[src/rtl/c64_bus_decoder.sv]
// c64_bus_decoder
// Memory-map decoder and 6510 on-chip port for the C64 (no cartridge).
// Steers each core access to RAM, BASIC/KERNAL/char ROM or the I/O window,
// muxes the read data back to the core, and holds the $0000/$0001 port
// registers whose LORAM/HIRAM/CHAREN bits choose the bank configuration.
// An open-bus latch supplies data for reads of the unmapped $DE00-$DFFF range.

module c64_bus_decoder (
    input  logic        clk,
    input  logic        reset,
    input  logic [15:0] ab,
    input  logic        we,
    input  logic [7:0]  cpu_do,
    output logic [7:0]  cpu_di,
    output logic        ram_we,
    output logic [7:0]  ram_wdata,
    input  logic [7:0]  ram_rdata,
    output logic        basic_cs,
    output logic        kernal_cs,
    output logic        char_cs,
    input  logic [7:0]  basic_rdata,
    input  logic [7:0]  kernal_rdata,
    input  logic [7:0]  char_rdata,
    output logic        io_cs,
    output logic        io_we,
    input  logic [7:0]  io_rdata,
    input  logic [7:0]  port_in,
    output logic [7:0]  port_out,
    output logic [7:0]  port_dir
);

    logic [7:0] ddr;
    logic [7:0] pdata;
    logic [7:0] bus_last;
    logic [7:0] eff;

    logic loram;
    logic hiram;
    logic charen;

    logic in_basic_win;
    logic in_d_win;
    logic in_kernal_win;
    logic in_open_bus_win;

    logic basic_map;
    logic kernal_map;
    logic char_map;
    logic io_map;
    logic open_bus;
    logic ddr_addr;
    logic pdata_addr;

    // Input pins drive the bits the DDR leaves as inputs; the register drives the rest
    assign eff    = (pdata & ddr) | (port_in & ~ddr);
    assign loram  = eff[0];
    assign hiram  = eff[1];
    assign charen = eff[2];

    assign port_out = pdata;
    assign port_dir = ddr;

    // Fixed address windows; the bank bits then decide what lives in them
    always_comb begin
        in_basic_win    = (ab[15:13] == 3'b101);
        in_d_win        = (ab[15:12] == 4'hD);
        in_kernal_win   = (ab[15:13] == 3'b111);
        in_open_bus_win = (ab[11:9] == 3'b111);
        ddr_addr        = (ab == 16'h0000);
        pdata_addr      = (ab == 16'h0001);

        basic_map  = in_basic_win & loram & hiram;
        kernal_map = in_kernal_win & hiram;
        io_map     = in_d_win & (loram | hiram) & charen;
        char_map   = in_d_win & (loram | hiram) & ~charen;
        open_bus   = io_map & in_open_bus_win;
    end

    // Chip selects and write strobes; ROMs are read-only so writes fall through to RAM
    always_comb begin
        basic_cs  = basic_map & ~we;
        kernal_cs = kernal_map & ~we;
        char_cs   = char_map & ~we;
        io_cs     = io_map & ~open_bus;
        io_we     = we & io_map & ~open_bus;
        ram_we    = we & ~io_map;
        ram_wdata = cpu_do;
    end

    // Read-data mux back to the core; port registers take priority over RAM
    always_comb begin
        cpu_di = ram_rdata;
        if (ddr_addr) begin
            cpu_di = ddr;
        end else if (pdata_addr) begin
            cpu_di = eff;
        end else if (open_bus) begin
            cpu_di = bus_last;
        end else if (io_map) begin
            cpu_di = io_rdata;
        end else if (char_map) begin
            cpu_di = char_rdata;
        end else if (basic_map) begin
            cpu_di = basic_rdata;
        end else if (kernal_map) begin
            cpu_di = kernal_rdata;
        end
    end

    // Port registers load on writes to $0000/$0001; the open-bus latch tracks the
    // last value seen on the data bus, except when it was itself the source
    always_ff @(posedge clk or negedge reset) begin
        if (!reset) begin
            ddr      <= 8'h00;
            pdata    <= 8'h00;
            bus_last <= 8'h00;
        end else begin
            if (we && ddr_addr) begin
                ddr <= cpu_do;
            end
            if (we && pdata_addr) begin
                pdata <= cpu_do;
            end
            if (we) begin
                bus_last <= cpu_do;
            end else if (!open_bus) begin
                bus_last <= cpu_di;
            end
        end
    end

endmodule

[config.mk]
export PLATFORM = sky130hd
export DESIGN_NAME = c64_bus_decoder
export DESIGN_NICKNAME = d
export VERILOG_FILES = /design/src/rtl/c64_bus_decoder.sv
export SDC_FILE = /design/constraint.sdc
export NUM_CORES = 1
export LEC_CHECK = 0
export CORE_AREA = 3 3 63 65
export CTS_CLUSTER_DIAMETER = 100
export DETAILED_ROUTE_END_ITERATION = 10
export DIE_AREA = 0 0 66 68
export DONT_BUFFER_PORTS = 1
export GPL_ROUTABILITY_DRIVEN = 0
export PLACE_DENSITY = 0.68
export SYNTH_ARGS = -nofsm -noshare
export SYNTH_HDL_FRONTEND = slang
export SYNTH_SLANG_ARGS = --single-unit
[constraint.sdc]
create_clock -name clk -period 2.3 [get_ports clk]
set_clock_uncertainty 0.2 [all_clocks]
set_input_delay 0.23 -clock clk [delete_from_list [all_inputs] [get_ports clk]]
set_output_delay 0.23 -clock clk [all_outputs]
set_load 0.05 [all_outputs]
# ---- Word-level counts from Yosys, hierarchy flattened
# Cells that the tools add are included.
dict set report word_totals {
  reg_bits 24
  latchBits 0
  ram_bits 0
  romBits 0
  input_bits 75
  output_inout_bits 38
  word_cells 44
  n_memories 0
}
dict set report op_classes {
  addsub 0
  mul 0
  div_mod_pow 0
  order_cmp 0
  n_eq_ne 6
  n_shift 0
  muxes 9
  bitwise 23
  n_reduce_logical 3
}
# op n
set ops {}
lappend ops {{8-bit 2-to-1 mux} 9}
lappend ops {{8-bit AND} 2}
lappend ops {{16-bit by 1-bit == test with 1-bit output, second input constant} 1}
lappend ops {{16-bit logical NOT} 1}
lappend ops {{1-bit AND} 14}
lappend ops {{3-bit == test, second input constant} 3}
lappend ops {{8-bit NOT} 1}
lappend ops {{8-bit OR} 1}
lappend ops {{4-bit == test, second input constant} 1}
lappend ops {{1-bit NOT} 4}
lappend ops {{1-bit logical AND} 2}
lappend ops {{2-bit inequality test, second input constant} 1}
lappend ops {{1-bit OR} 1}

# ---- Logic depth before layout (Yosys ltp)
# Gate-level depths: netlist (run 1).
dict set report logic_depth {
  depth_word 13
  mapped_depth 7
  mapped_depth_nobuf 5
}

# ---- Least setup slack after synthesis (run 1)
# OpenSTA, ideal clock, no wires.
dict set report synth_path {
  path_type {register -> output}
  startpoint {register ddr[1] (netlist: port_dir[1])}
  endpoint {output basic_cs}
  arrival_ps 2647
  t_required_ps 1870
  slack_ps -777
  stages_incl_launch_ff 4
  path_buffers 0
  cell_sequence {dfrtp_1 > mux2_2 > nand3_2 > nor4_1}
}
dict set report synth_between {
  elab_chain_len 5
  elab_cells_between_ends 6
  classes_between {bitwise (6)}
}
# element line
set synth_lines {}
lappend synth_lines {{start, declared} 32} ;# logic [7:0] ddr;
lappend synth_lines {{start signal, assigned} 119} ;# ddr <= cpu_do;
lappend synth_lines {{8-bit NOT} 55} ;# assign eff = (pdata & ddr) | (port_in & ~ddr);
lappend synth_lines {{8-bit AND} 55}
lappend synth_lines {{8-bit OR (*)} 55}
lappend synth_lines {{1-bit AND (*)} 72} ;# basic_map = in_basic_win & loram & hiram;
lappend synth_lines {{1-bit AND (*)} 81} ;# basic_cs = basic_map & ~we;
lappend synth_lines {{end, declared} 18} ;# output logic basic_cs,
# Mark *: on every way between the ends. The rest lies on a longest branch, timed or not.

# ---- Worst setup path after layout (run 1)
dict set report layout_path {
  startpoint {register ddr[0] (netlist: port_dir[0])}
  endpoint {output cpu_di[5]}
}
dict set report layout_between {
  elab_chain_len 11
  elab_cells_between_ends 17
  classes_between {mux (6); bitwise (11)}
}
# element line
set layout_lines {}
lappend layout_lines {{8-bit NOT} 55}
lappend layout_lines {{8-bit AND} 55}
lappend layout_lines {{8-bit OR (*)} 55}
lappend layout_lines {{1-bit AND or 1-bit OR (tied branches)} {72, 74, 75}}
lappend layout_lines {{1-bit AND, on equally long branches} {72, 74, 75}}
lappend layout_lines {{8-bit 2-to-1 mux or 1-bit AND (tied branches)} {103, 75}}
lappend layout_lines {{8-bit 2-to-1 mux} 101} ;# end else if (char_map) begin
lappend layout_lines {{8-bit 2-to-1 mux} 99} ;# end else if (io_map) begin
lappend layout_lines {{8-bit 2-to-1 mux (*)} 97} ;# end else if (open_bus) begin
lappend layout_lines {{8-bit 2-to-1 mux (*)} 95} ;# end else if (pdata_addr) begin
lappend layout_lines {{8-bit 2-to-1 mux (*)} 93} ;# if (ddr_addr) begin
lappend layout_lines {{end, declared} 14} ;# output logic [7:0] cpu_di,
# Marked as above.

==> flow_summary.rst, run 1 <==
.. list-table::
   :header-rows: 1

   * - Metric
     - Value
   * - Number of endpoints with negative hold slack in the final report
     - 0
   * - Final-report max-slew violation count
     - 0
   * - Layout cells sized above 1
     - between 50% and 60%
   * - Path type of the worst min-delay path
     - input pin to flip-flop
   * - Number of enable flip-flop cells after synthesis
     - 0
   * - Transition at the pin with the smallest max-transition slack
     - 543.1 ps
   * - Sinks on the clock net
     - 24
   * - Maximum achievable frequency
     - 385.2 MHz
   * - Maximum number of pins on one net before global-route repair
     - 27
   * - Biggest fanout along the worst timing path
     - 5
   * - Clock period minus final worst setup slack
     - 2596 ps
   * - Total inserted antenna cells
     - 0
   * - Count of buffers inserted at the top-level ports
     - 0
   * - Largest buffer count on any clock path
     - 2
   * - Detailed placer's ending HPWL
     - 4.675 mm
   * - Sequential Power Share
     - 40.4%
   * - Synthesized area divided by synthesized cell count
     - about 9.6 sq um
   * - Global-route wire length before repair
     - 9.597 mm
   * - Width of the die
     - approximately 66 um
   * - Setup repair after global routing missed its margin
     - yes
   * - Sw power
     - 315.3 uW
   * - Violation count after the first detailed-route iteration
     - approximately 180
   * - Sequential element share of the synthesized area
     - 31.64%
   * - Vias per Instance
     - 6.552
   * - Vias in the first global route
     - 1952
   * - H-tree levels
     - 1
   * - Peak supply drop
     - 0.3547 mV
   * - Top cell family by delay on the critical path
     - compound AO/OA/AOI/OAI gates
   * - Main synth FF type
     - dfrtp_1
   * - Internal
     - 771.2 uW
   * - Site Rows
     - 21
   * - Number of register bits inferred by synthesis
     - 24
   * - DP Area
     - 2349 sq um
   * - Max-slew headroom
     - 63.67%
   * - I/O pins
     - 113
   * - Antenna violation net count after detailed routing
     - 0
   * - Fill count
     - about 200
   * - Post-route standard cell area excluding fillers
     - roughly 2800 sq um
   * - DR vias
     - 1959
   * - Layout net count
     - ~330
   * - Final worst hold slack
     - 16.18 ps
   * - Run status
     - complete, but fails checks
   * - Type of element capturing the critical path
     - output port
   * - Final setup TNS
     - -2313 ps
   * - Post-route DRC violation count
     - 0
   * - Part of the cycle the worst path needs
     - 112.9%
   * - Gate power share
     - between 30% and 40%
   * - CTS root buf
     - clkbuf_4
   * - Violations in the final reports
     - negative setup slack
   * - Buffer and inverter count on the worst path
     - 2
   * - Post-synth design cell area
     - roughly 1900 sq um
   * - Cell breakdown of the critical path
     - mux2_4, buf_4, a2bb2oi_1, o221ai_2, a31oi_4, buf_12
   * - Critical path's largest stage delay
     - 500 ps
   * - Worst endpoint data arrival time
     - 2170 ps
   * - Final Setup Violations
     - 11
   * - Die H
     - 68 um
   * - Power density of the placed cells
     - 385.4 nW/um^2
   * - Starting Density
     - 56.00%
   * - CTS tree
     - built
   * - Final setup margin
     - -296.2 ps
   * - Warning count from the yosys run
     - 0
   * - Synthesized netlist net count
     - 273
   * - GRT Overall Usage
     - 28.64%
   * - Placeable core region
     - 3390 sq um
   * - Antenna violations before repair
     - 0
   * - Die Area
     - 4488 sq um
   * - Total CTS buffers
     - 3
   * - Share of total power in the clock network
     - 29.2%
   * - Area Growth Syn to Fin
     - 48.52%
   * - Post-Syn Instances
     - 198
   * - Max-cap violations
     - 0
   * - Required time at the endpoint of the critical path
     - 1870 ps
   * - Startpoint type of the worst setup path
     - flip-flop
   * - Total congestion overflow after global routing
     - 0
   * - CTS clk-pin slew, worst paths
     - 150 ps
   * - CP max-delay cell
     - dfrtp_2
   * - Detailed-router iteration count before antenna repair
     - 4
   * - Switching part of the total
     - between 20% and 30%
   * - Final Total Pwr
     - about 1100 uW
   * - Clk Latency, worst-skew pair
     - about 330 ps
   * - Kind of critical path
     - flip-flop to output port
   * - Avg WL per Cell
     - 23.55 um
   * - Async set-reset flop share out of synthesis
     - 100.0%
   * - Leak Pwr
     - 0.001207 uW
   * - Aggregate routed wire length
     - 7.040 mm
   * - Distinct cells, synth
     - 44
## final timing paths
kind,startpoint,to,slack [ps],cells after the start
setup / recovery,port_dir[0]$_DFFE_PN0P_,cpu_di[5],-300,6
hold / removal,ab[0],port_out[3]$_DFFE_PN0P_,20,2
setup reg to reg,port_dir[0]$_DFFE_PN0P_,bus_last[1]$_DFFE_PN0P_,10,8
hold reg to reg,bus_last[6]$_DFFE_PN0P_,bus_last[6]$_DFFE_PN0P_,530,3
max in group asynchronous,reset,port_out[0]$_DFFE_PN0P_,1630,2
min in group asynchronous,reset,bus_last[3]$_DFFE_PN0P_,100,2
## stage by stage
| step | util (%) | worst slack (ps) | instances |
|---|---|---|---|
| 6_report | 83.17 | -296.2 | 299 |
| 5_1_grt | 83.17 | -356.9 | 299 |
| 4_1_cts | 77.08 | -260.7 | 288 |
| 3_5_place_dp | 69.29 | 20.45 | 264 |
| 3_3_place_gp | 69.29 | 106.9 | 264 |
| 2_1_floorplan | - | -190.4 | 198 |
## layout make-up
| type | instances | area, sq um | area share [%] |
|---|---|---|---|
| clock buffers | 3 | 22.52 | 0.7989 |
| clock inverters | 1 | 30.03 | 1.065 |
| inverters | 10 | 37.54 | 1.332 |
| multi-input cells | 146 | 1384 | 49.09 |
| flip-flops and latches | 24 | 606.8 | 21.53 |
| well taps | 46 | 57.56 | 2.042 |
| repair buffers | 69 | 680.7 | 24.15 |
## cells in the final DEF, fill, tap and decap left out, types with 2 or more instances in the layout
cell type      instances
nor2_1                25
mux2_4                 2
nand2_1                7
a21oi_1                9
mux2_2                24
buf_12                 7
a31oi_1                8
and2_4                 2
a31oi_4                7
o221ai_2               7
a2bb2oi_1              7
nor4_1                 3
nor4_2                 2
a211oi_4               2
buf_6                 12
mux2i_1                9
inv_1                  9
dlygate4sd3_1         12
o22a_2                 5
dfrtp_1               19
clkbuf_4               3
nor3_2                 2
dfrtp_2                5
buf_4                 38
## cell families (layout without fill, tap and decap cells)
group	Yosys count	count (layout)	share of synthesized area, %
compound gates	55	55	23.14
buf+inv	29	83	8.701
flops	24	24	31.64
mux	36	37	20.90
simple gates	54	54	15.62
## per-layer routing
| layer | wire length (um) | vias up | GRT usage, % |
|---|---|---|---|
| met5 | 0 | - | 0 |
| met4 | 102 | 0 | 9.391 |
| met3 | 693 | 12 | 5.911 |
| met2 | 3621 | 145 | 52.44 |
| met1 | 2624 | 956 | 33.51 |
| li1 | - | 846 | - |
## state kept, by name, indices dropped and copies added (netlist names)
signal	flops
bus_last	8
port_dir	8
port_out	8
## worst reg2reg max path: cells and delay by family (launching register included)
kind / cells / cell delay (ps)
mux: 2 / 640
flops: 1 / 500
compound gates: 3 / 460
buf+inv: 3 / 380
## synthesized netlist by cell type (2+ instances only)
| library cell | n | area (sq um) |
|---|---|---|
| o22a_2 | 6 | 60.06 |
| a2bb2oi_1 | 7 | 61.31 |
| clkbuf_1 | 5 | 18.77 |
| nor2_1 | 26 | 97.59 |
| and2_1 | 2 | 12.51 |
| nor3_1 | 3 | 15.01 |
| a21oi_1 | 9 | 45.04 |
| a31oi_1 | 14 | 87.58 |
| inv_1 | 9 | 33.78 |
| buf_4 | 8 | 60.06 |
| mux2_2 | 24 | 270.3 |
| nor4_1 | 4 | 25.02 |
| nand2_1 | 8 | 30.03 |
| mux2i_1 | 10 | 100.1 |
| dfrtp_1 | 24 | 600.6 |
| buf_6 | 3 | 33.78 |
| o221ai_1 | 7 | 61.31 |
| buf_2 | 3 | 15.01 |
## timing repair
item / in CTS / in global routing
resized for setup: 6 / 24
pin swaps: 5 / 16
cloned: 0 / 1
hold buffers: 12 / 1
endpoints found under the hold margin: 48 / 1
buffers inserted: 8 / 11
setup endpoints to repair: 10 / 13
## power groups by stage
stage / clock network (uW) / logic [uW] / registers [uW]
5_1_grt: 332 / 344 / 440
3_5_place_dp: 0 / 249 / 448
6_report: 317 / 330 / 439
3_3_place_gp: 0 / 245 / 446
4_1_cts: 322 / 296 / 439
2_1_floorplan: 0 / 229 / 446
Note: power is estimated with default switching activity, not from simulation.
==> run 2: changes to the inputs <==
--- a/config.mk
+++ b/config.mk
@@ -12,6 +12,7 @@
 export DONT_BUFFER_PORTS = 1
 export GPL_ROUTABILITY_DRIVEN = 0
 export PLACE_DENSITY = 0.68
+export SKIP_LAST_GASP = 1
 export SYNTH_ARGS = -nofsm -noshare
 export SYNTH_HDL_FRONTEND = slang
 export SYNTH_SLANG_ARGS = --single-unit
==> run 2 against run 1 <==
  * The flow still finishes with violations (negative setup slack)
  * Design area is 0.62% lower
  * Cell count did not move
  * Routed wire length down 0.97%
  * Global-route usage did not move
  * Register-to-register slack lost 40 ps
  * Hold slack worse by 0.99 ps
  * Worst setup slack got worse by 10 ps
  * Via count down 0.20%
  * Sequential power about the same
  * Critical path depth is the same
  * Critical path type unchanged
==> flow_summary.rst, run 2 (synthesis gave the netlist of run 1 again) <==
.. list-table::
   :header-rows: 1

   * - Metric
     - Value
   * - Type of element capturing the critical path
     - output port
   * - Fill count
     - ~200
   * - Sw power
     - 314.4 uW
   * - Maximum number of pins on one net before global-route repair
     - 27
   * - Die Area
     - 4488 sq um
   * - Detailed placer's ending HPWL
     - 4.675 mm
   * - Power density of the placed cells
     - between 300 and 400 nW/um^2
   * - Vias per Instance
     - 6.538
   * - Detailed-router iteration count before antenna repair
     - 4
   * - Part of the cycle the worst path needs
     - 113.3%
   * - Kind of critical path
     - flip-flop to output port
   * - Transition at the pin with the smallest max-transition slack
     - ~540 ps
   * - Layout cells sized above 1
     - between 50% and 60%
   * - Final-report max-slew violation count
     - 0
   * - Antenna violations before repair
     - 0
   * - Required time at the endpoint of the critical path
     - 1870 ps
   * - Area Growth Syn to Fin
     - 47.59%
   * - Site Rows
     - 21
   * - Max-slew headroom
     - between 60% and 70%
   * - Largest buffer count on any clock path
     - 2
   * - Clock period minus final worst setup slack
     - 2607 ps
   * - H-tree levels
     - 1
   * - Final core utilization
     - 82.65%
   * - Run status
     - complete, but fails checks
   * - Starting Density
     - 56.00%
   * - Worst reg2reg path depth
     - 8
   * - Violation count after the first detailed-route iteration
     - ~190
   * - Worst endpoint data arrival time
     - approximately 2200 ps
   * - Total inserted antenna cells
     - 0
   * - Setup repair after global routing missed its margin
     - yes
   * - Total CTS buffers
     - 3
   * - Post-route DRC violation count
     - 0
   * - Antenna violation net count after detailed routing
     - 0
   * - Peak supply drop
     - around 0.35 mV
   * - Top cell family by delay on the critical path
     - compound AO/OA/AOI/OAI gates
   * - Path type of the worst min-delay path
     - input pin to flip-flop
   * - Share of total power in the clock network
     - 29.3%
   * - Most used cells in the layout excluding fill and tap cells
     - buf_4, nor2_1, mux2_2
   * - Biggest fanout along the worst timing path
     - 5
   * - Layout net count
     - 329
   * - Gate power share
     - between 30% and 40%
   * - Final Setup Violations
     - 13
   * - Final Total Pwr
     - 1085 uW
   * - CTS clk-pin slew, worst paths
     - roughly 150 ps
   * - Total congestion overflow after global routing
     - 0
   * - CTS tree
     - built
   * - Avg WL per Cell
     - around 23 um
   * - Final worst hold slack
     - 15.19 ps
   * - DR vias
     - 1955
   * - Width of the die
     - 66 um
   * - Count of buffers inserted at the top-level ports
     - 0
   * - Startpoint type of the worst setup path
     - flip-flop
   * - Buffer and inverter count on the worst path
     - 2
   * - Leak Pwr
     - 0.001203 uW
   * - Violations in the final reports
     - negative setup slack
   * - Maximum achievable frequency
     - 383.6 MHz
   * - I/O pins
     - 113
   * - Die H
     - 68 um
   * - Global-route wire length before repair
     - 9.597 mm
   * - Commonest non-fill, non-tap cell in the layout
     - buf_4
   * - Placeable core region
     - about 3400 sq um
   * - Sequential Power Share
     - 40.5%
   * - Clk Latency, worst-skew pair
     - 330 ps
   * - Internal
     - 770.7 uW
   * - Vias in the first global route
     - approximately 2.0k
   * - Sinks on the clock net
     - 24
   * - Max-cap violations
     - 0
   * - Aggregate routed wire length
     - 6.972 mm
   * - CP max-delay cell
     - dfrtp_2
   * - Cell breakdown of the critical path
     - mux2_4, buf_4, a2bb2oi_1, o221ai_2, a31oi_4, buf_12
   * - Critical path's largest stage delay
     - 500 ps
   * - Number of endpoints with negative hold slack in the final report
     - 0
   * - Number of stages on the worst setup path
     - 6
   * - GRT Overall Usage
     - 28.64%
   * - CTS root buf
     - clkbuf_4
   * - Final setup margin
     - -306.6 ps
   * - Final setup TNS
     - -2481 ps
   * - Instance count along the most critical hold path
     - 2
   * - Switching part of the total
     - 28.97%
## run 2: changes by cell type in the layout (fill, tap and decap cells not counted)
cell / previous run / this run
o22ai_2: 1 / 0
o22a_2: 5 / 6
buf_4: 38 / 39
o22a_4: 1 / 0
o22ai_1: 0 / 1
buf_6: 12 / 11
## run 2: cell type report
cell class | count | area [sq um] | area share (%)
multi-input cells | 146 | 1370 | 48.91
inverters | 10 | 37.54 | 1.340
repair buffers | 69 | 676.9 | 24.16
clock inverters | 1 | 30.03 | 1.072
well taps | 46 | 57.56 | 2.054
flip-flops and latches | 24 | 606.8 | 21.66
clock buffers | 3 | 22.52 | 0.8039
## run 2: path summary, 6_finish.rpt
check                                        start                       to  slack (ps)
max                        port_dir[0]$_DFFE_PN0P_                cpu_di[5]        -310
min                                          ab[0]  port_out[3]$_DFFE_PN0P_          20
max reg2reg                port_dir[0]$_DFFE_PN0P_  bus_last[1]$_DFFE_PN0P_         -30
min reg2reg                bus_last[6]$_DFFE_PN0P_  bus_last[6]$_DFFE_PN0P_         520
max in group asynchronous                    reset  port_out[0]$_DFFE_PN0P_        1630
min in group asynchronous                    reset  port_out[6]$_DFFE_PN0P_         100
## run 2: through the flow
step	area, sq um	setup WS (ps)	cells
2_1_floorplan	2051	-190.4	198
3_3_place_gp	2349	106.9	264
3_5_place_dp	2349	20.45	264
4_1_cts	2613	-260.7	288
5_1_grt	2801	-379.1	299
6_report	2801	-306.6	299
## run 2: layer usage
layer / share of wire, % / GRT usage, %
met3: 11 / 5.911
met5: 0 / 0
met1: 37 / 33.51
met2: 50 / 52.44
met4: 2.2 / 9.391
## run 2: power groups by stage
stage / combinational, uW / sequential, uW / clock [uW]
floorplan: 229 / 446 / 0
global route: 343 / 440 / 333
global placement: 245 / 446 / 0
CTS: 296 / 439 / 322
finish: 328 / 439 / 318
detailed placement: 249 / 448 / 0
## run 2: timing repair
action                                  in CTS  in global routing
endpoints found under the hold margin       48                  1
pin swaps                                    5                 15
gates cloned                                 0                  1
hold buffers                                12                  1
endpoints found under the setup margin      10                 13
buffers inserted                             8                 11
resized for setup                            6                 21
